`src/rtl/serial_pkg.sv`:
```
// Shared definitions for the serial line path: receiver state encoding,
// idle line level and a width helper used on both serializer and receiver sides.
package serial_pkg;

  typedef enum logic [2:0] {
    IDLE,
    START,
    DATA,
    PARITY,
    STOP
  } state_e;

  localparam logic LINE_IDLE = 1'b1;

  // Bits needed to hold values 0..n-1; never less than one bit.
  function automatic int clog2w(input int n);
    int w;
    w = 1;
    while ((1 << w) < n) w++;
    return w;
  endfunction

endpackage

```
`src/rtl/sync_2ff.sv`:
```
// Two-flop synchronizer for an asynchronous single-bit input; the reset value
// is a parameter so a line can come out of reset at its idle level.
module sync_2ff #(
  parameter logic RST_VAL = 1'b1
) (
  input  logic clk,
  input  logic rst,
  input  logic d_i,
  output logic q_o
);

  logic meta_q;

  always_ff @(posedge clk) begin
    if (rst) begin
      meta_q <= RST_VAL;
      q_o    <= RST_VAL;
    end else begin
      meta_q <= d_i;
      q_o    <= meta_q;
    end
  end

endmodule

```
`src/rtl/serial_frame_rx.sv`:
```
// Oversampling start/stop framed serial receiver, LSB first, optional parity,
// with a one-entry valid/ready output buffer and per-frame error pulses.
module serial_frame_rx
  import serial_pkg::*;
#(
  parameter int DATA_W       = 8,
  parameter int CLKS_PER_BIT = 16,
  parameter int PARITY_EN    = 0,
  parameter int PARITY_ODD   = 0
) (
  input  logic              clk,
  input  logic              rst,
  input  logic              din,
  output logic [DATA_W-1:0] dout,
  output logic              dout_valid,
  input  logic              dout_ready,
  output logic              frame_err,
  output logic              parity_err,
  output logic              overrun,
  output logic              busy
);

  localparam int CW = clog2w(CLKS_PER_BIT);
  localparam int BW = clog2w(DATA_W + 1);
  localparam logic [CW-1:0] C_LAST = CW'(CLKS_PER_BIT - 1);
  localparam logic [CW-1:0] C_HALF = CW'(CLKS_PER_BIT / 2 - 1);
  localparam logic [BW-1:0] B_LAST = BW'(DATA_W - 1);
  localparam logic          ODD    = (PARITY_ODD != 0);
  localparam logic          HAS_PAR = (PARITY_EN != 0);

  logic              din_s;
  logic              din_dly_q;
  state_e            state_q, state_d;
  logic [CW-1:0]     cnt_q, cnt_d;
  logic [BW-1:0]     bit_q, bit_d;
  logic [DATA_W-1:0] shreg_q, shreg_d;
  logic              par_bad_q, par_bad_d;
  logic [DATA_W-1:0] dout_q, dout_d;
  logic              vld_q, vld_d;
  logic              ferr_q, ferr_d;
  logic              perr_q, perr_d;
  logic              ovr_q, ovr_d;

  sync_2ff #(
    .RST_VAL(LINE_IDLE)
  ) u_sync (
    .clk (clk),
    .rst (rst),
    .d_i (din),
    .q_o (din_s)
  );

  always_ff @(posedge clk) begin
    if (rst) begin
      din_dly_q <= LINE_IDLE;
      state_q   <= IDLE;
      cnt_q     <= '0;
      bit_q     <= '0;
      par_bad_q <= 1'b0;
      dout_q    <= '0;
      vld_q     <= 1'b0;
      ferr_q    <= 1'b0;
      perr_q    <= 1'b0;
      ovr_q     <= 1'b0;
    end else begin
      din_dly_q <= din_s;
      state_q   <= state_d;
      cnt_q     <= cnt_d;
      bit_q     <= bit_d;
      par_bad_q <= par_bad_d;
      dout_q    <= dout_d;
      vld_q     <= vld_d;
      ferr_q    <= ferr_d;
      perr_q    <= perr_d;
      ovr_q     <= ovr_d;
    end
  end

  // The shift register carries only data; the control path decides what is kept.
  always_ff @(posedge clk) begin
    shreg_q <= shreg_d;
  end

  always_comb begin
    state_d   = state_q;
    cnt_d     = cnt_q;
    bit_d     = bit_q;
    shreg_d   = shreg_q;
    par_bad_d = par_bad_q;
    dout_d    = dout_q;
    vld_d     = vld_q;
    ferr_d    = 1'b0;
    perr_d    = 1'b0;
    ovr_d     = 1'b0;

    if (vld_q && dout_ready) vld_d = 1'b0;

    case (state_q)
      IDLE: begin
        if (din_dly_q == LINE_IDLE && din_s != LINE_IDLE) begin
          state_d = START;
          cnt_d   = '0;
        end
      end
      START: begin
        if (cnt_q == C_HALF) begin
          cnt_d     = '0;
          bit_d     = '0;
          par_bad_d = 1'b0;
          state_d   = (din_s == LINE_IDLE) ? IDLE : DATA;
        end else begin
          cnt_d = cnt_q + CW'(1);
        end
      end
      DATA: begin
        if (cnt_q == C_LAST) begin
          cnt_d              = '0;
          shreg_d            = shreg_q >> 1;
          shreg_d[DATA_W-1]  = din_s;
          bit_d              = bit_q + BW'(1);
          if (bit_q == B_LAST) state_d = HAS_PAR ? PARITY : STOP;
        end else begin
          cnt_d = cnt_q + CW'(1);
        end
      end
      PARITY: begin
        if (cnt_q == C_LAST) begin
          cnt_d     = '0;
          par_bad_d = din_s ^ (^shreg_q) ^ ODD;
          state_d   = STOP;
        end else begin
          cnt_d = cnt_q + CW'(1);
        end
      end
      STOP: begin
        if (cnt_q == C_LAST) begin
          cnt_d   = '0;
          state_d = IDLE;
          // A broken stop bit outranks a parity error for the same frame.
          if (din_s != LINE_IDLE) begin
            ferr_d = 1'b1;
          end else if (par_bad_q) begin
            perr_d = 1'b1;
          end else if (!vld_q || dout_ready) begin
            dout_d = shreg_q;
            vld_d  = 1'b1;
          end else begin
            ovr_d = 1'b1;
          end
        end else begin
          cnt_d = cnt_q + CW'(1);
        end
      end
      default: begin
        state_d = IDLE;
        cnt_d   = '0;
      end
    endcase
  end

  assign dout       = dout_q;
  assign dout_valid = vld_q;
  assign frame_err  = ferr_q;
  assign parity_err = perr_q;
  assign overrun    = ovr_q;
  assign busy       = (state_q != IDLE);

endmodule

```
`config.mk`:
```
export PLATFORM = sky130hd
export DESIGN_NAME = serial_frame_rx
export DESIGN_NICKNAME = d
export VERILOG_FILES = /design/src/rtl/serial_pkg.sv /design/src/rtl/sync_2ff.sv /design/src/rtl/serial_frame_rx.sv
export SDC_FILE = /design/constraint.sdc
export NUM_CORES = 1
export LEC_CHECK = 0
export BUFFER_PORTS_ARGS = -buffer_cell sky130_fd_sc_hd__buf_2
export CAP_MARGIN = 20
export CORE_ASPECT_RATIO = 1.5
export CORE_MARGIN = 3
export CORE_UTILIZATION = 59
export CTS_BUF_LIST = sky130_fd_sc_hd__clkbuf_8
export DETAILED_ROUTE_END_ITERATION = 10
export GPL_ROUTABILITY_DRIVEN = 0
export PLACE_DENSITY = 0.79
export SLEW_MARGIN = 30
export SYNTH_ARGS = -nofsm -noshare
export SYNTH_HDL_FRONTEND = slang
export SYNTH_SLANG_ARGS = --single-unit
export TNS_END_PERCENT = 100
```
`constraint.sdc`:
```
create_clock -name clk -period 2 [get_ports clk]
set_input_delay 0.6 -clock clk [delete_from_list [all_inputs] [get_ports clk]]
set_output_delay 0.6 -clock clk [all_outputs]
set_load 0.02 [all_outputs]
```
==> results.yml, run 1 <==
critical_path:
  critPathKind: "flop to output port"
  worst_ep_required_time_ns: 1.40
  worst_ep_arrival_time_ns: 1.28
  path_max_fanout: 14
  critPathCaptureType: "output port"
  setup.worst_path.start_class: "flop"
timing:
  finClkSkew_ns: 0.00171
  hold_viol: 0
  setup_violations: 0
  fin_crit_sh: 0.941
  timing.final.max_slew_violations: 0
  max_freq_ghz: 0.531
  tightest_slew_ns: 0.512
  max_slew_margin: 0.658
  fin_setup_tns_ns: 0
  worst_slack_ns: 0.118
  rsz0062_at_grt: "false"
  fin_crit_ns: 1.88
cells_and_area:
  layout-drive-gt1-share: 0.202
  final_cell_area_mm2: 0.00169
  nNetsFinal: 168
  area_growth_pct: 10.4
  multi_input_area_um2: 688
  ff_latch_area_um2: 781
  fill_cells: 222
  antenna_cells: 0
synthesis:
  yosysTopAreaCell: "dfxtp_1"
  synth_edf_count: 8
  yosysWarnings: 0
  yosys-top-cells-area: "dfxtp_1 (35%), edfxtp_1 (16%), mux2i_1 (5.9%)"
  syn-num-nets: 151
  ys.flop_type: "dfxtp_1"
  avgSynthCellArea_um2: 10.6
  yosys-top-cells-count: "dfxtp_1 (27), nor2_1 (17), nand2_1 (10)"
  synth_area_mm2: 0.00153
  synth_top_area_share: 0.353
  ys_types: 42
  synth_most_common_cell: "dfxtp_1"
  async_flop_share: 0
  yosysSeqAreaShare: 0.509
  netlist_instances: 145
  yosys_register_bits: 35
placed_design:
  post-place-ws_ns: 0.195
  dpl_cell_area_mm2: 0.00160
  dp_hpwl_um: 1860
  io_buffers: 16
global_routing:
  grt_use_total: 0.193
  grt_overflow: 0
  grt_pass1_wl_um: 4260
  antenna_found_initial: 0
  grt_max_degree: 26
  grt_pass1_vias: 1038
floorplan:
  die_h_um: 68.4
  dieWidth_um: 47.6
  die_area_mm2: 0.00326
  initial_core_util: 0.626
  core_area_mm2: 0.00245
  rows: 22
  ios: 17
clock_network:
  clk_pin_slew_ns: 0.06
  clock_latency_ns: 0.28
  cts_tree: "built"
  ctsResizeCount: 0
  cts_root_buf: "clkbuf_8"
  post_cts_buffers: 0
  htreeDepth: 2
  ctsHoldBuffers: 0
  clock_path_buffers: 2
  clock_sinks: 35
  cts_inserted_buffers: 5
route:
  antenna_left: 0
  drt-total-wl_um: 2650
  vias_per_cell: 5.78
  drt_pass1_iterations: 4
  avgRoutedWirePerCell_um: 14.2
  drc: 0
  via_count: 1081
  drtIter0Drc: 21
status:
  status: "finished, final reports clean"
flow_run:
  maxCapViolations: 0
power:
  vdd_drop_max_mv: 0.677
  power_leakage_nw: 0.713
  power.density_mw_per_mm2: 760
hold_path:
  hold_class: "flop to flop"
==> cell type report <==
type                       count  area share
sequential                    35       0.462
multi-input combinational    100       0.407
timing repair buffer          18      0.0562
clock buffer                   6      0.0488
tap                           24      0.0178
clock inverter                 2     0.00444
inverter                       2     0.00444
==> cells by family after synthesis <==
kind of cell / count (synthesis) / synth area share
AO/OA/AOI/OAI: 19 / 0.0824
XOR/XNOR: 11 / 0.0718
adder cells (fa/ha/maj): 2 / 0.0163
buffers and inverters: 10 / 0.0416
flip-flops: 35 / 0.509
multiplexers: 10 / 0.0661
AND/OR/NAND/NOR: 58 / 0.212
==> power by group <==
group	leakage (nW)	total (mW)	switching, mW	internal [mW]
logic	0.373	0.0453	0.0261	0.0192
clock network	0.0500	0.505	0.235	0.270
registers	0.290	0.735	0.00972	0.725
==> metrics by stage <==
| step | utilization | power [mW] | cells | hold WS (ns) |
|---|---|---|---|---|
| after CTS | 0.691 | 1.30 | 187 | 0.429 |
| after floorplan | - | 0.786 | 145 | 0.389 |
| final | 0.691 | 1.29 | 187 | 0.424 |
| after global placement | 0.654 | 0.794 | 179 | 0.397 |
| after detailed placement | 0.654 | 0.796 | 179 | 0.398 |
| after global routing | 0.691 | 1.34 | 187 | 0.432 |
==> worst max-delay path, stage by stage, from the launching register on <==
cell and delay, ns:
dfxtp_1 0.64, nor3_4 0.08, inv_1 0.11, buf_2 0.17
==> routing by layer <==
layer | part of all wire | vias up | routed length, µm | GRT usage
li1 | - | 539 | - | -
met1 | 0.39 | 519 | 1030 | 0.182
met2 | 0.54 | 17 | 1440 | 0.324
met3 | 0.036 | 6 | 96 | 0.0737
met4 | 0.032 | 0 | 86 | 0.135
met5 | 0 | - | 0 | 0
==> state kept, by name, indices dropped and copies added (netlist names), 3 cells and up <==
register / cells
dout: 8
bit_q: 4
shreg_q: 8
cnt_q: 4
state_q: 3
==> cell usage in the layout (no fill, tap or decap), types with 5 or more instances in the layout <==
master and count:
a21oi_1 6, buf_2 16, clkbuf_8 6, dfxtp_1 27, edfxtp_1 8, mux2i_1 9
nand2_1 10, nand3b_1 5, nor2_1 17, xnor2_1 6
==> path summary, 6_finish.rpt <==
kind	cells past startpoint	end	slack, ns	from
max	3	busy	0.12	state_q[1]
max reg2reg	4	shreg_q[4]	0.17	cnt_q[0]
min	1	u_sync.q_o	0.42	u_sync.meta_q
min reg2reg	1	u_sync.q_o	0.42	u_sync.meta_q
(Power assumes the default switching activity.)
==> run 2: changes to the inputs <==
--- a/config.mk
+++ b/config.mk
@@ -14,6 +14,7 @@
 export DETAILED_ROUTE_END_ITERATION = 10
 export GPL_ROUTABILITY_DRIVEN = 0
 export PLACE_DENSITY = 0.79
+export RECOVER_POWER = 25
 export SLEW_MARGIN = 30
 export SYNTH_ARGS = -nofsm -noshare
 export SYNTH_HDL_FRONTEND = slang
==> results.yml, run 2 (same netlist as run 1, synthesis figures left out) <==
global_routing:
  grt_max_degree: 26
  grt_pass1_vias: 1038
  grt_use_total: 0.193
  grt_pass1_wl_um: 4260
  antenna_found_initial: 0
  grt_overflow: 0
critical_path:
  critPathKind: "flop to output port"
  setup.worst_path.start_class: "flop"
  crit_start: "state_q[1]"
  r2r-end: "shreg_q[4]"
  path_max_fanout: 14
  ff2ff_path_depth: 4
  max_stage_delay_ns: 0.64
  crit_buf_inv: 2
  path_delay_family: "flip-flops"
  slowest_stage: "dfxtp_1"
  worst_ep_arrival_time_ns: 1.28
  worst_ep_required_time_ns: 1.40
  critPathCaptureType: "output port"
  timing.rr.start: "cnt_q[0]"
  rrSetupSlack_ns: 0.17
  crit_chain: "nor3_4 -> inv_1 -> buf_2"
power:
  seqPwrFrac: 0.572
  power_leakage_nw: 0.697
  vdd_drop_max_mv: 0.677
  p_switching_mw: 0.271
  power.density_mw_per_mm2: 762
  power_frac_clock: 0.393
  combPwrFrac: 0.035
  p_int_mw: 1.01
  sw_frac_of_total: 0.211
clock_network:
  ctsHoldBuffers: 0
  ctsResizeCount: 0
  cts_inserted_buffers: 5
  post_cts_buffers: 0
  cts_root_buf: "clkbuf_8"
  clk_pin_slew_ns: 0.06
  clock_sinks: 35
  htreeDepth: 2
  cts_tree: "built"
  clock_latency_ns: 0.28
  clock_path_buffers: 2
route:
  drc: 0
  via_count: 1083
  drt_pass1_iterations: 4
  drtIter0Drc: 21
  antenna_left: 0
  drt-total-wl_um: 2650
  vias_per_cell: 5.79
  avgRoutedWirePerCell_um: 14.2
floorplan:
  dieWidth_um: 47.6
  ios: 17
  initial_core_util: 0.626
  die_h_um: 68.4
  die_area_mm2: 0.00326
  core_area_mm2: 0.00245
  rows: 22
placed_design:
  io_buffers: 16
  dp_hpwl_um: 1860
  dp_cells: 179
hold_path:
  hp-start: "u_sync.meta_q"
  hold_end: "u_sync.q_o"
  hold_depth: 1
  hold_class: "flop to flop"
timing:
  fin_setup_tns_ns: 0
  max_slew_margin: 0.331
  fin_crit_ns: 1.88
  hold_viol: 0
  setup_violations: 0
  rsz0062_at_grt: "false"
  timing.final.max_slew_violations: 0
  fin_crit_sh: 0.941
  finClkSkew_ns: 0.00173
  max_freq_ghz: 0.531
  tightest_slew_ns: 1.00
cells_and_area:
  final_common_cell: "dfxtp_1"
  finalNonFillerCells: 187
  layout-drive-gt1-share: 0.178
  layout_common_cells: "dfxtp_1 (27), nor2_1 (17), buf_2 (12), nand2_1 (10), mux2i_1 (9)"
  antenna_cells: 0
  nNetsFinal: 168
  area_growth_pct: 10.0
flow_run:
  maxCapViolations: 0
status:
  status: "finished, final reports clean"
==> run 2: worst register-to-register path, delay by kind of cell, from the launching register on <==
kind | cells | cell delay, ns
fa+ha+maj | 1 | 0.24
flops | 1 | 0.40
simple gates | 3 | 0.87
==> run 2: layout make-up <==
type | count | area (µm²)
clock buffer | 6 | 82.6
clock inverter | 2 | 7.51
fill | 223 | 763
inverter | 2 | 7.51
multi-input combinational | 100 | 688
sequential | 35 | 781
tap | 24 | 30.0
timing repair buffer | 18 | 90.1
==> run 2: layer usage <==
metal / global-route usage / share of wire / vias up
li1: - / - / 539
met1: 0.182 / 0.39 / 521
met2: 0.324 / 0.54 / 17
met3: 0.0737 / 0.037 / 6
met4: 0.135 / 0.032 / 0
met5: 0 / 0 / -
==> run 2: power groups by stage <==
stage / Sequential (mW) / Combinational (mW) / Clock, mW
after CTS: 0.734 / 0.0460 / 0.522
after detailed placement: 0.750 / 0.0455 / 0
after global routing: 0.735 / 0.0511 / 0.550
after global placement: 0.750 / 0.0443 / 0
final: 0.735 / 0.0450 / 0.505
after floorplan: 0.743 / 0.0429 / 0
==> run 2: worst max-delay path by stage <==
stage,endpoint,slack (ns),cells after the start
2_1_floorplan,shreg_q[0],0.41,4
3_5_place_dp,shreg_q[0],0.20,4
3_3_place_gp,shreg_q[0],0.22,4
6_report,busy,0.12,3
5_1_grt,dout[1],0.01,7
4_1_cts,busy,0.12,3
==> run 2: through the flow <==
step	total power, mW	cell area, µm²	utilization	hold slack (ns)	worst slack (ns)
6_report	1.28	1690	0.688	0.424	0.118
5_1_grt	1.34	1690	0.688	0.432	0.0135
4_1_cts	1.30	1690	0.691	0.429	0.121
3_5_place_dp	0.796	1600	0.654	0.398	0.195
3_3_place_gp	0.794	1600	0.654	0.397	0.220
2_1_floorplan	0.786	1530	-	0.389	0.410
==> run 3: changes to the inputs <==
--- a/config.mk
+++ b/config.mk
@@ -7,12 +7,12 @@
 export LEC_CHECK = 0
 export BUFFER_PORTS_ARGS = -buffer_cell sky130_fd_sc_hd__buf_2
 export CAP_MARGIN = 20
-export CORE_ASPECT_RATIO = 1.5
 export CORE_MARGIN = 3
 export CORE_UTILIZATION = 59
 export CTS_BUF_LIST = sky130_fd_sc_hd__clkbuf_8
 export DETAILED_ROUTE_END_ITERATION = 10
 export GPL_ROUTABILITY_DRIVEN = 0
+export MAX_ROUTING_LAYER = met4
 export PLACE_DENSITY = 0.79
 export RECOVER_POWER = 25
 export SLEW_MARGIN = 30
==> results.yml, run 3 (same netlist as run 1, synthesis figures left out) <==
status:
  status: "finished, final reports clean"
power:
  power_leakage_nw: 0.722
  power_frac_clock: 0.488
  sw_frac_of_total: 0.189
  p_switching_mw: 0.289
  seqPwrFrac: 0.482
  p_int_mw: 1.24
  combPwrFrac: 0.030
  power.density_mw_per_mm2: 874
  vdd_drop_max_mv: 0.916
timing:
  timing.final.max_slew_violations: 0
  hold_viol: 0
  fin_crit_sh: 0.945
  setup_violations: 0
  max_freq_ghz: 0.529
  rsz0062_at_grt: "false"
  finClkSkew_ns: 0.00861
  fin_crit_ns: 1.89
  fin_setup_tns_ns: 0
  worst_slack_ns: 0.110
  max_slew_margin: 0.321
  tightest_slew_ns: 1.02
route:
  drc: 0
  avgRoutedWirePerCell_um: 14.1
  vias_per_cell: 5.76
  drt-total-wl_um: 2690
  antenna_left: 0
  drtIter0Drc: 33
  drt_pass1_iterations: 4
  via_count: 1100
hold_path:
  hold_class: "flop to flop"
  hold_end: "u_sync.q_o"
  hold_depth: 1
  hp-start: "u_sync.meta_q"
cells_and_area:
  multi_input_area_um2: 697
  final_cell_area_mm2: 0.00175
  area_growth_pct: 13.9
  finalNonFillerCells: 191
  utilization: 0.746
  layout_common_cells: "dfxtp_1 (26), nor2_1 (17), buf_2 (13), nand2_1 (10), mux2i_1 (9)"
  layout-drive-gt1-share: 0.196
  ff_latch_area_um2: 782
  nNetsFinal: 168
  fill_cells: 183
  final_common_cell: "dfxtp_1"
  antenna_cells: 0
global_routing:
  grt_pass1_vias: 1116
  grt_pass1_wl_um: 4890
  grt_max_degree: 26
  grt_use_total: 0.205
  antenna_found_initial: 0
  grt_overflow: 0
clock_network:
  cts_inserted_buffers: 5
  cts_root_buf: "clkbuf_8"
  ctsResizeCount: 0
  clk_pin_slew_ns: 0.07
  clock_path_buffers: 2
  post_cts_buffers: 0
  htreeDepth: 2
  clock_latency_ns: 0.29
  cts_tree: "built"
  clock_sinks: 35
  ctsHoldBuffers: 0
critical_path:
  setup.worst_path.start_class: "flop"
  critPathCaptureType: "output port"
  timing.rr.start: "cnt_q[0]"
  path_max_fanout: 10
  rrSetupSlack_ns: 0.17
  worst_ep_arrival_time_ns: 1.29
  worst_ep_required_time_ns: 1.40
  crit_start: "state_q[0]"
  ff2ff_path_depth: 4
  critPathKind: "flop to output port"
  r2r-end: "shreg_q[6]"
flow_run:
  maxCapViolations: 0
placed_design:
  post-place-ws_ns: 0.206
  dp_hpwl_um: 1840
  dpl_cell_area_mm2: 0.00161
  dp_cells: 183
  io_buffers: 16
floorplan:
  rows: 17
  dieWidth_um: 57.0
  ios: 17
  die_h_um: 57.0
  core_area_mm2: 0.00234
  die_area_mm2: 0.00325
  initial_core_util: 0.655
run 3: power groups by stage:
stage	sequential, mW	clock (mW)	combinational, mW
2_1_floorplan	0.743	0	0.0429
3_3_place_gp	0.749	0	0.0441
3_5_place_dp	0.750	0	0.0461
4_1_cts	0.734	0.756	0.0466
5_1_grt	0.736	0.785	0.0524
6_report	0.735	0.745	0.0460
run 3: area by class of cell:
type                    instances  area share
clock buffers                   5      0.0394
clock inverters                 3      0.0366
inverters                       2     0.00430
multi-input cells             100       0.399
flip-flops and latches         35       0.448
well taps                      28      0.0201
repair buffers                 18      0.0523
run 3: worst max path at each step:
stage	end	slack, ns	depth (start not counted)
after detailed placement	dout[4]	0.21	7
final	busy	0.11	3
after global placement	shreg_q[4]	0.28	4
after global routing	busy	0.002	3
after floorplan	shreg_q[0]	0.41	4
after CTS	busy	0.09	3
run 3: metrics by stage:
stage / hold slack [ns] / power [mW]
6_report: 0.433 / 1.53
3_5_place_dp: 0.403 / 0.796
4_1_cts: 0.432 / 1.54
2_1_floorplan: 0.389 / 0.786
3_3_place_gp: 0.400 / 0.793
5_1_grt: 0.447 / 1.57
run 3: layer usage:
layer	global-route usage	vias up	routed length, µm	part of all wire
met3	0.0724	6	131	0.049
met1	0.247	532	1280	0.48
li1	-	541	-	-
met5	-	-	0	0
met2	0.308	21	1240	0.46
met4	0.0894	0	44	0.016
run 3: worst max-delay path, cell delays in order (launching register included):
cell	delay, ns
dfxtp_1	0.45
nor3_4	0.28
inv_1	0.10
buf_2	0.17
